## src/rtl/text_write_arbiter.sv

```systemverilog
// Round-robin owner of the screen-buffer write port, with a built-in clear sweep.
// Optional TEXT_ARB_BLANK_GATE_EN restricts grants and sweep steps to vblank.
module text_write_arbiter #(
  parameter int width      = 128,
  parameter int height     = 48,
  parameter int char_width = 8,
  parameter int num_req    = 3,
  parameter logic [char_width-1:0] blank_char = '0,
  localparam int XW = $clog2(width),
  localparam int YW = $clog2(height),
  localparam int IW = (num_req > 1) ? $clog2(num_req) : 1
) (
  input  logic                          clk,
  input  logic                          reset,
`ifdef TEXT_ARB_BLANK_GATE_EN
  input  logic                          vblank,
`endif
  input  logic [num_req-1:0]            req_valid,
  output logic [num_req-1:0]            req_ready,
  input  logic [num_req*XW-1:0]         req_x,
  input  logic [num_req*YW-1:0]         req_y,
  input  logic [num_req*char_width-1:0] req_c,
  input  logic                          clear_start,
  output logic                          clear_busy,
  output logic                          write_en,
  output logic [XW-1:0]                 x_w,
  output logic [YW-1:0]                 y_w,
  output logic [char_width-1:0]         c_out,
  output logic [IW-1:0]                 grant_id,
  output logic                          range_err
);

  typedef enum logic {ARB, CLEAR} state_t;

  state_t          state, state_n;
  logic [IW-1:0]   rr_ptr;
  logic [XW-1:0]   cx;
  logic [YW-1:0]   cy;
  logic            gate_ok;
  logic            found;
  logic [IW-1:0]   g;
  logic            xfer;
  logic [XW-1:0]   sel_x;
  logic [YW-1:0]   sel_y;
  logic [char_width-1:0] sel_c;
  logic            in_range;
  logic            x_last;
  logic            last;
  int              idx;

`ifdef TEXT_ARB_BLANK_GATE_EN
  assign gate_ok = vblank;
`else
  assign gate_ok = 1'b1;
`endif

  // Scan starts one past the last winner and wraps.
  always_comb begin
    found = 1'b0;
    g     = '0;
    idx   = 0;
    for (int k = 1; k <= num_req; k++) begin
      idx = (int'(rr_ptr) + k) % num_req;
      if (!found && req_valid[idx]) begin
        found = 1'b1;
        g     = IW'(idx);
      end
    end
  end

  always_comb begin
    req_ready = '0;
    if (reset && state == ARB && !clear_start && gate_ok && found)
      req_ready = num_req'(1) << g;
  end

  assign xfer     = |req_ready;
  assign sel_x    = req_x[g*XW +: XW];
  assign sel_y    = req_y[g*YW +: YW];
  assign sel_c    = req_c[g*char_width +: char_width];
  assign in_range = (32'(sel_x) < width) && (32'(sel_y) < height);
  assign x_last   = (cx == XW'(width - 1));
  assign last     = x_last && (cy == YW'(height - 1));

  always_comb begin
    state_n = state;
    case (state)
      ARB:     if (clear_start) state_n = CLEAR;
      CLEAR:   if (gate_ok && last) state_n = ARB;
      default: state_n = ARB;
    endcase
  end

  always_ff @(posedge clk or negedge reset) begin
    if (!reset) begin
      state      <= ARB;
      rr_ptr     <= IW'(num_req - 1);
      cx         <= '0;
      cy         <= '0;
      write_en   <= 1'b0;
      x_w        <= '0;
      y_w        <= '0;
      c_out      <= '0;
      grant_id   <= '0;
      clear_busy <= 1'b0;
      range_err  <= 1'b0;
    end else begin
      state     <= state_n;
      write_en  <= 1'b0;
      range_err <= 1'b0;
      case (state)
        ARB: begin
          if (clear_start) begin
            clear_busy <= 1'b1;
            cx         <= '0;
            cy         <= '0;
          end else if (xfer) begin
            rr_ptr <= g;
            if (in_range) begin
              write_en <= 1'b1;
              x_w      <= sel_x;
              y_w      <= sel_y;
              c_out    <= sel_c;
              grant_id <= g;
            end else begin
              range_err <= 1'b1;
            end
          end
        end
        CLEAR: begin
          if (gate_ok) begin
            write_en <= 1'b1;
            x_w      <= cx;
            y_w      <= cy;
            c_out    <= blank_char;
            if (x_last) begin
              cx <= '0;
              cy <= cy + 1'b1;
            end else begin
              cx <= cx + 1'b1;
            end
            if (last) clear_busy <= 1'b0;
          end
        end
        default: ;
      endcase
    end
  end

endmodule
```

## config.mk

```make
export PLATFORM = sky130hd
export DESIGN_NAME = text_write_arbiter
export DESIGN_NICKNAME = d
export VERILOG_FILES = /design/src/rtl/text_write_arbiter.sv
export SDC_FILE = /design/constraint.sdc
export NUM_CORES = 1
export LEC_CHECK = 0
export CAP_MARGIN = 10
export CORE_MARGIN = 10
export CORE_UTILIZATION = 42
export CTS_BUF_LIST = sky130_fd_sc_hd__clkbuf_2 sky130_fd_sc_hd__clkbuf_4 sky130_fd_sc_hd__clkbuf_8
export CTS_CLUSTER_SIZE = 25
export DETAILED_ROUTE_END_ITERATION = 7
export PLACE_DENSITY = 0.76
export SYNTH_ARGS = -nofsm -noshare
export SYNTH_HDL_FRONTEND = slang
export SYNTH_SLANG_ARGS = --single-unit
```

## constraint.sdc

```tcl
create_clock -name clk -period 2.9 [get_ports clk]
set_input_delay 0.29 -clock clk [delete_from_list [all_inputs] [get_ports clk]]
set_output_delay 0.29 -clock clk [all_outputs]
set_load 0.05 [all_outputs]
```

==> results.ini, run 1 <==
[pwr]
comb_power_share = 0.471
total_leakage_power_nw = 1.826
p_int_mw = 1.505
finalPower_mw = 2.485
p_switching_mw = 0.9807
power.share.sequential = 0.339
pwr_density_cell_mw_per_mm2 = 587.4
peakVddDrop_mv = 0.5877
clkPwrFrac = 0.190
power.share.switching = 0.3946

[die]
die_area_sq_mm = 0.01001
std_cell_rows = 29
dieWidth_um = 100.0
core_sq_mm = 0.006277
num_io_pins = 98
die_height_um = 100.0
start_util = 0.4285

[route]
dr.first_iter.drc_count = 152
remaining_drc_errors = 0
postRouteWirelength_mm = 9.461
wl_per_cell_um = 18.88
drt-vias-per-instance = 5.721
postRouteAntennaNets = 0
drt-pass1-iter-count = 5
dr_total_vias = 2866

[clocking]
clock_tree.htree_level_count = 2
cts.root.buffer_cell = clkbuf_8
clock_sink_count = 42
worst_case_clock_buffer_depth = 2
numCtsBuffers = 5
clk_pin_slew_worst_paths_ns = 0.08
clock_insertion_delay_worst_skew_ns = 0.30
cts_tree = yes

[sta]
timing_worst_slew_pin_value_ns = 0.6598
max_freq_mhz = 338.4
setup_violations = 13
hold_ws_ns = 0.1163
final-hold-violation-count = 0
timing.slew.headroom = 0.5555
finalCriticalPeriod_ns = 2.955
setup_repair_after_global_routing_missed_its_margin = yes
layout_worst_path_cycle_share = 1.019
fin_setup_tns_ns = -0.4143
setup_slack_ns = -0.05491
finalMaxSlewViolations = 0
worst_clock_skew_ns = 0.003573

[grt]
global_route.usage.total = 0.1800
grt_first_pass_wirelength_mm = 14.90
grt_start_max_net_pins = 43
grt-ovfl-total = 0
antenna_violations_before_repair = 0
via_count_of_the_first_global_routing_pass = 2888

[yosys]
synth_enable_flop_cells = 0
mappedNetlistNets = 369
synth.yosys.warnings = 0
ys_async_sr_fraction = 1.000
mappedNetlistArea_sq_mm = 0.002690
synth-seq-area-share = 0.3912
syn-instance-count = 294
synth-main-ff-cell = dfrtp_1
post_synth.cell_area_avg_sq_um = 9.150
ys_types = 59
synth_seq_cells = 42

[flow_run]
drv.max_cap_violation_count = 0

[hold_path]
holdCritPathClass = in2async

[run_status]
outcome = finished, violations left
failing_checks = setup timing

[cells_and_area]
fill_cells = 479
layout_common_cells = clkdlybuf4s50_1, dfrtp_1, nand2_1, buf_4, nor2_1
nNetsFinal = 498
syn2layout_area_growth_pct = 57.30
final_cell_area_sq_mm = 0.004232
multiInputGateArea_sq_mm = 0.001590
n_antenna_cell = 0
area.sequential_sq_mm = 0.001052
layout_commonest_cell = clkdlybuf4s50_1
drive_above_1_share = 0.1910

[critical_path]
kind_of_end_point_of_the_critical_path = register
timing.critical_path.from_type = register
critPathArrivalTime_ns = 3.14
timing.setup.critical_path_class = reg2reg
critPathMaxFanout = 8
required_ns = 3.09

[placed_design]
placed_area_sq_mm = 0.003965
placement.io_buffers = 97
hpwlAfterDp_mm = 7.350
dp_worst_setup_slack_ns = -0.1048
globalplace.congestion = 0.8826

timing repair:
action                                  4_1_cts  5_1_grt
gates resized for setup                      11        9
hold buffers                                  0        0
buffers inserted                              4        3
endpoints found under the setup margin       20       25
gates cloned                                  2        0
pin swaps                                     6        3
synth_stat cells (all sizes together), types with 2 or more instances:
cell,n,share of area
a221o,10,0.037
o211a,2,0.0074
and2,9,0.021
nand3,7,0.013
o22ai,4,0.0093
xnor2,4,0.013
a2bb2oi,2,0.0065
a31oi,3,0.0070
nor2b,5,0.012
nor3,3,0.0056
a221oi,9,0.029
mux2i,14,0.058
nand2,40,0.056
nor2,22,0.031
inv,11,0.015
a211oi,3,0.010
a21o,3,0.0084
clkbuf,11,0.016
a21oi,15,0.028
o21ai,15,0.028
o211ai,2,0.0074
a311o,9,0.033
nand2b,3,0.0070
and3,8,0.020
nor3b,2,0.0074
nand3b,3,0.0084
ha,6,0.028
dfrtp,41,0.38
buf,8,0.024
kinds of logic (layout without fill, tap and decap cells):
family | after synthesis | in the layout | share of synthesized area
buffers and inverters | 30 | 159 | 0.05488
adder cells (fa/ha/maj) | 6 | 6 | 0.02791
AO/OA/AOI/OAI | 88 | 88 | 0.2493
multiplexers | 15 | 15 | 0.06372
XOR/XNOR | 4 | 4 | 0.01302
flip-flops | 42 | 42 | 0.3912
AND/OR/NAND/NOR | 109 | 110 | 0.2000
critical path, cell delays in order, from the launching register on:
cell	delay, ns
dfstp_2	0.58
inv_2	0.06
ha_4	0.18
mux2_4	0.30
a21o_1	0.19
a211oi_2	0.26
o32ai_2	0.13
or4_4	0.47
buf_6	0.16
and3_4	0.20
a221o_1	0.31
power groups by stage:
stage | clock (mW) | sequential (mW) | combinational [mW]
floorplan | 0 | 1.05 | 0.467
global placement | 0 | 0.842 | 1.10
detailed placement | 0 | 0.850 | 1.11
CTS | 0.479 | 0.841 | 1.16
global route | 0.501 | 0.863 | 1.26
finish | 0.471 | 0.843 | 1.17
per-stage QoR:
| stage | cells | utilization |
|---|---|---|
| finish | 501 | 0.6741 |
| global route | 501 | 0.6741 |
| CTS | 498 | 0.6655 |
| detailed placement | 484 | 0.6317 |
| global placement | 484 | 0.6317 |
| floorplan | 294 | - |
flip-flops by register name, summed over array words and instances (netlist names), 2 cells and up:
name	cells
cx	7
rr_ptr	2
c_out	8
y_w	6
cy	6
grant_id	2
x_w	7
cell type report:
class,instances,share of cell area
clock inverter,3,0.01035
timing repair buffer,140,0.3164
tap,77,0.02277
sequential,42,0.2487
clock buffer,5,0.01626
inverter,11,0.009758
multi-input combinational,223,0.3758
per-layer routing:
| metal | vias to the layer above | global-route usage | wire length [um] |
|---|---|---|---|
| met5 | - | 0 | 0 |
| met4 | 0 | 0.03043 | 43 |
| met3 | 8 | 0.04945 | 872 |
| met2 | 132 | 0.2932 | 4399 |
| met1 | 1374 | 0.2359 | 4146 |
| li1 | 1352 | - | - |
path summary, 6_finish.rpt:
path	from	end	slack (ns)	depth (start not counted)
worst max-delay path	rr_ptr[1]$_DFFE_PN1P_	x_w[0]$_DFFE_PN0P_	-0.05	10
worst min-delay path	reset	x_w[6]$_DFFE_PN0P_	0.12	2
worst max register to register	rr_ptr[1]$_DFFE_PN1P_	x_w[0]$_DFFE_PN0P_	-0.05	10
worst min register to register	cy[5]$_DFFE_PN0P_	cy[5]$_DFFE_PN0P_	0.48	1
max in group asynchronous	reset	rr_ptr[1]$_DFFE_PN1P_	2.42	2
min in group clk	cy[5]$_DFFE_PN0P_	cy[5]$_DFFE_PN0P_	0.48	1
No activity file was read; power rests on OpenSTA's default activity.
==> run 2, diff against run 1 <==
--- a/config.mk
+++ b/config.mk
@@ -12,6 +12,7 @@
 export CTS_CLUSTER_SIZE = 25
 export DETAILED_ROUTE_END_ITERATION = 7
 export PLACE_DENSITY = 0.76
+export SLEW_MARGIN = 20
 export SYNTH_ARGS = -nofsm -noshare
 export SYNTH_HDL_FRONTEND = slang
 export SYNTH_SLANG_ARGS = --single-unit
==> results of run 2 <==
No change in the layout: final DEF, timing and power equal those of run 1.
